### src/rtl/uart_tx_fifo_drain_pkg.sv
// Shared types for the FIFO-draining UART transmitter: FSM state encoding and parity helpers.
package uart_tx_fifo_drain_pkg;

    localparam int unsigned STATE_W = 3;

    typedef enum logic [STATE_W-1:0] {
        ST_IDLE   = 3'd0,
        ST_FETCH  = 3'd1,
        ST_LOAD   = 3'd2,
        ST_START  = 3'd3,
        ST_DATA   = 3'd4,
        ST_PARITY = 3'd5,
        ST_STOP   = 3'd6
    } state_e;

    localparam logic PARITY_RST = 1'b0;

    // Even parity is the plain XOR of the data; odd parity inverts it.
    function automatic logic parity_bit(input logic data_xor, input logic odd);
        return data_xor ^ odd;
    endfunction

endpackage

### src/rtl/uart_baud_cnt.sv
// Bit-time down-counter: reloads to CLKS_PER_BIT-1 on load and flags the last cycle of a bit.
module uart_baud_cnt
    import uart_tx_fifo_drain_pkg::*;
#(
    parameter int unsigned CLKS_PER_BIT = 16,
    parameter int unsigned CNT_WIDTH    = $clog2(CLKS_PER_BIT)
) (
    input  logic clk,
    input  logic res,
    input  logic load,
    output logic bit_end
);

    logic [CNT_WIDTH-1:0] r_cnt;

    always_ff @(posedge clk) begin
        if (res) begin
            r_cnt <= '0;
        end else if (load) begin
            r_cnt <= CNT_WIDTH'(CLKS_PER_BIT - 1);
        end else if (r_cnt != '0) begin
            r_cnt <= r_cnt - CNT_WIDTH'(1);
        end
    end

    assign bit_end = (r_cnt == '0);

endmodule

### src/rtl/uart_tx_fifo_drain.sv
// Pops words from a synchronous FIFO one at a time and serializes each as a UART frame
// (start, data LSB first, optional parity, 1 or 2 stop bits).
module uart_tx_fifo_drain
    import uart_tx_fifo_drain_pkg::*;
#(
    parameter int unsigned WIDTH        = 8,
    parameter int unsigned CLKS_PER_BIT = 16,
    parameter int unsigned STOP_BITS    = 1,
    parameter int unsigned PARITY_EN    = 0,
    parameter int unsigned PARITY_ODD   = 0,
    parameter int unsigned CNT_WIDTH    = $clog2(CLKS_PER_BIT)
) (
    input  logic             clk,
    input  logic             res,
    input  logic             enable,
    input  logic             fifo_empty,
    input  logic [WIDTH-1:0] fifo_rdata,
    output logic             fifo_rd_en,
    output logic             tx,
    output logic             busy,
    output logic             frame_done
);

    localparam int unsigned IDX_W = (WIDTH > 1) ? $clog2(WIDTH) : 1;

    state_e             r_state;
    logic [WIDTH-1:0]   r_shift;
    logic [IDX_W-1:0]   r_bit_idx;
    logic               r_parity;
    logic               r_stop_idx;
    logic               r_tx;
    logic               r_rd_en;
    logic               r_busy;
    logic               r_frame_done;
    logic               w_bit_end;
    logic               w_baud_load;

    // Restart the bit timer when leaving LOAD and at every bit boundary on the line.
    assign w_baud_load = (r_state == ST_LOAD) ||
                         (w_bit_end && (r_state == ST_START || r_state == ST_DATA ||
                                        r_state == ST_PARITY || r_state == ST_STOP));

    uart_baud_cnt #(
        .CLKS_PER_BIT (CLKS_PER_BIT),
        .CNT_WIDTH    (CNT_WIDTH)
    ) u_baud (
        .clk     (clk),
        .res     (res),
        .load    (w_baud_load),
        .bit_end (w_bit_end)
    );

    always_ff @(posedge clk) begin
        if (res) begin
            r_state      <= ST_IDLE;
            r_shift      <= '0;
            r_bit_idx    <= '0;
            r_parity     <= PARITY_RST;
            r_stop_idx   <= 1'b0;
            r_tx         <= 1'b1;
            r_rd_en      <= 1'b0;
            r_busy       <= 1'b0;
            r_frame_done <= 1'b0;
        end else begin
            r_rd_en      <= 1'b0;
            r_frame_done <= 1'b0;
            case (r_state)
                ST_IDLE: begin
                    if (enable && !fifo_empty) begin
                        r_state <= ST_FETCH;
                        r_rd_en <= 1'b1;
                        r_busy  <= 1'b1;
                    end
                end
                ST_FETCH: begin
                    r_state <= ST_LOAD;
                end
                // FIFO read data is valid here, one cycle after the read strobe.
                ST_LOAD: begin
                    r_shift  <= fifo_rdata;
                    r_parity <= parity_bit(^fifo_rdata, 1'(PARITY_ODD));
                    r_tx     <= 1'b0;
                    r_state  <= ST_START;
                end
                ST_START: begin
                    if (w_bit_end) begin
                        r_tx      <= r_shift[0];
                        r_shift   <= r_shift >> 1;
                        r_bit_idx <= '0;
                        r_state   <= ST_DATA;
                    end
                end
                ST_DATA: begin
                    if (w_bit_end) begin
                        if (r_bit_idx == IDX_W'(WIDTH - 1)) begin
                            r_stop_idx <= 1'b0;
                            if (PARITY_EN != 0) begin
                                r_tx    <= r_parity;
                                r_state <= ST_PARITY;
                            end else begin
                                r_tx    <= 1'b1;
                                r_state <= ST_STOP;
                            end
                        end else begin
                            r_tx      <= r_shift[0];
                            r_shift   <= r_shift >> 1;
                            r_bit_idx <= r_bit_idx + IDX_W'(1);
                        end
                    end
                end
                ST_PARITY: begin
                    if (w_bit_end) begin
                        r_tx    <= 1'b1;
                        r_state <= ST_STOP;
                    end
                end
                ST_STOP: begin
                    if (w_bit_end) begin
                        if (r_stop_idx == 1'(STOP_BITS - 1)) begin
                            r_state      <= ST_IDLE;
                            r_busy       <= 1'b0;
                            r_frame_done <= 1'b1;
                        end else begin
                            r_stop_idx <= 1'b1;
                        end
                    end
                end
                default: begin
                    r_state <= ST_IDLE;
                    r_busy  <= 1'b0;
                end
            endcase
        end
    end

    assign fifo_rd_en = r_rd_en;
    assign tx         = r_tx;
    assign busy       = r_busy;
    assign frame_done = r_frame_done;

endmodule

### config.mk
export PLATFORM = sky130hd
export DESIGN_NAME = uart_tx_fifo_drain
export DESIGN_NICKNAME = d
export VERILOG_FILES = /design/src/rtl/uart_tx_fifo_drain_pkg.sv /design/src/rtl/uart_baud_cnt.sv /design/src/rtl/uart_tx_fifo_drain.sv
export SDC_FILE = /design/constraint.sdc
export NUM_CORES = 1
export LEC_CHECK = 0
export BUFFER_PORTS_ARGS = -buffer_cell sky130_fd_sc_hd__buf_2
export CAP_MARGIN = 5
export CORE_MARGIN = 5
export CORE_UTILIZATION = 35
export CTS_CLUSTER_SIZE = 20
export DETAILED_ROUTE_END_ITERATION = 8
export PLACE_DENSITY = 0.49
export SYNTH_ARGS = -nofsm -noshare
export SYNTH_HDL_FRONTEND = slang
export SYNTH_SLANG_ARGS = --single-unit
export TNS_END_PERCENT = 30
### constraint.sdc
create_clock -name clk -period 3.6 [get_ports clk]
set_input_delay 0 -clock clk [delete_from_list [all_inputs] [get_ports clk]]
set_output_delay 0 -clock clk [all_outputs]
set_load 0.01 [all_outputs]
==> flow_metrics.env <==
export IMPL_peakVddDrop_uv=214
export IMPL_yosys_top_cells_count="dfxtp_1, a21oi_1, o21ai_0"
export IMPL_layout_nets=209
export IMPL_root_buffer="clkbuf_8"
export IMPL_vias=1349
export IMPL_yosys_top_cells_area="dfxtp_1, a21oi_1, o21ai_0"
export IMPL_drc=0
export IMPL_htree_levels=1
export IMPL_finalSetupViolCount=0
export IMPL_max_stage_delay_ns=1.03
export IMPL_p_per_area_nw_per_um2=700
export IMPL_crit_family="flip-flops"
export IMPL_cap_violations=0
export IMPL_synth_async_reset_ratio=0
export IMPL_placementRows=23
export IMPL_ys_types=45
export IMPL_synthCells=183
export IMPL_yosysTopAreaCellShare=0.301
export IMPL_required_ns=3.80
export IMPL_avgSynthCellArea_um2=8.00
export IMPL_detail_route_wl_per_cell_um=14.4
export IMPL_slowest_stage="dfxtp_1"
export IMPL_die_h_um=74.7
export IMPL_synth_seq_cells=22
export IMPL_outcome="complete, no violations"
export IMPL_antenna_found_initial=0
export IMPL_avgViaCountPerCell=5.64
export IMPL_wirelength_um=3450
export IMPL_first_pass_iters=4
export IMPL_hold_viol_final=0
export IMPL_synth_edf_count=0
export IMPL_p_leak_nw=0.572
export IMPL_io_pins=16
export IMPL_cts_made_buffers=3
export IMPL_period_share=0.620
export IMPL_drive_above_1_share=0.148
export IMPL_slew_headroom=0.289
export IMPL_fin_skew_ns=0.0142
export IMPL_placed_area_um2=1540
export IMPL_gr_total_overflow=0
export IMPL_layout_setup_ws_ns=1.37
export IMPL_synth_sequential_area_ratio=0.301
export IMPL_final_min_clock_period_ns=2.23
export IMPL_grtUsageTotal=0.135
export IMPL_cts_sinks=22
export IMPL_grt_max_degree=41
export IMPL_pre_cts_slack_ns=1.46
export IMPL_grt_pass1_wl_um=5950
export IMPL_clockBufferDepth=2
export IMPL_cp_data_arrival_time_ns=2.43
export IMPL_cp_start_kind="register"
export IMPL_critical_path_class="reg -> reg"
export IMPL_report_final_slew_viol_count=0
export IMPL_finalSetupTns_ns=0
export IMPL_drtIter0Drc=120
export IMPL_ant_nets=0
export IMPL_place_inst=236
export IMPL_syn_nets=201
export IMPL_holdWs_ns=0.0251
export IMPL_finish_instance_area_um2=1580
export IMPL_crit_chain="and3b_1, o21ai_0, a2111oi_0, a31o_2"
export IMPL_io_buffers=15
export IMPL_hold_class="in -> reg"
export IMPL_start_util=0.363
export IMPL_cp_num_buf_inv=0
export IMPL_worst_pin_slew_ns=1.07
export IMPL_finalNonFillerCells=239
export IMPL_clk_pin_slew_ns=0.09
export IMPL_die_w_um=74.7
export IMPL_max_freq_ghz=0.448
export IMPL_antenna_cells=0
export IMPL_worstSetupEndpointType="register"
export IMPL_cts_hold_buf=0
export IMPL_p_total_mw=1.11
export IMPL_finish_utilization=0.393
export IMPL_synth_most_common_cell="dfxtp_1"
export IMPL_routabilityCongestion=0.776
export IMPL_areaGrowthSynthToFinish_pct=8.03
export IMPL_cts_resized=0
export IMPL_tritoncts="yes"
export IMPL_cp_max_fo=30
export IMPL_synth_warning_count=0
export IMPL_clock_latency_ns=0.27
export IMPL_cts_setup_buffers=0
export IMPL_synth_area_um2=1460
export IMPL_yosys_area_top_type="dfxtp_1"
export IMPL_core_um2=4030
export IMPL_die_area_um2=5580
export IMPL_grt_pass1_vias=1249
export IMPL_dpl_hpwl_um=2350
export IMPL_ys_flop_type="dfxtp_1"
export IMPL_rsz0062_at_grt="false"
export IMPL_layout_filler_cells=433
[sequential cells by signal, indices dropped and copies added (netlist names)]
signal / cells
r_state: 3
u_baud.r_cnt: 4
r_shift: 8
tx: 1
frame_done: 1
busy: 1
r_bit_idx: 3
fifo_rd_en: 1
[cell usage in the layout, fill, tap and decap left out, types with 3 or more instances in the layout]
cell type,instances
a211oi_1,5
a21oi_1,20
a31oi_1,5
buf_2,15
clkbuf_8,3
dfxtp_1,22
ha_1,6
inv_1,5
mux2i_1,3
nand2_1,12
nand3_1,4
nand4_1,3
nor2_1,7
nor2b_1,10
nor3_1,9
nor3b_1,5
o21ai_0,18
o21ai_1,3
[cell families after synthesis]
| logic type | after synthesis | synth area share |
|---|---|---|
| xor+xnor | 2 | 0.0120 |
| buf+inv | 20 | 0.0675 |
| compound gates | 67 | 0.291 |
| fa+ha+maj | 6 | 0.0513 |
| flops | 22 | 0.301 |
| mux | 4 | 0.0282 |
| simple gates | 62 | 0.250 |
[power breakdown]
group	internal, mW	switching, mW	total [mW]
clock	0.0747	0.0817	0.156
combinational	0.237	0.315	0.552
sequential	0.309	0.0888	0.398
[worst paths after layout]
| check | startpoint | to | slack, ns | depth (start not counted) |
|---|---|---|---|---|
| worst max-delay path | r_state[0] | r_shift[6] | 1.37 | 4 |
| worst min-delay path | fifo_rdata[7] | r_shift[7] | 0.03 | 3 |
| worst max register to register | r_state[0] | r_shift[6] | 1.37 | 4 |
| worst min register to register | r_shift[7] | r_shift[7] | 0.49 | 2 |
[final cells by class]
class | count | area [um2] | area share
Clock buffer | 3 | 41.3 | 0.0261
Inverter | 6 | 22.5 | 0.0142
Multi-Input combinational cell | 141 | 925 | 0.585
Sequential cell | 22 | 440 | 0.278
Tap cell | 50 | 62.6 | 0.0396
Timing Repair Buffer | 17 | 90.1 | 0.0570
[worst min-delay path, stage by stage]
cell and delay, ns:
buf_2 0.10, nand4_1 0.08, a21oi_1 0.06
[layer usage]
| layer | vias up | global-route usage | wire length [um] |
|---|---|---|---|
| met3 | 2 | 0.0254 | 157 |
| li1 | 696 | - | - |
| met4 | 0 | 0.0356 | 19 |
| met2 | 24 | 0.202 | 1570 |
| met1 | 627 | 0.198 | 1700 |
| met5 | - | 0 | 0 |
(Power assumes the default switching activity.)
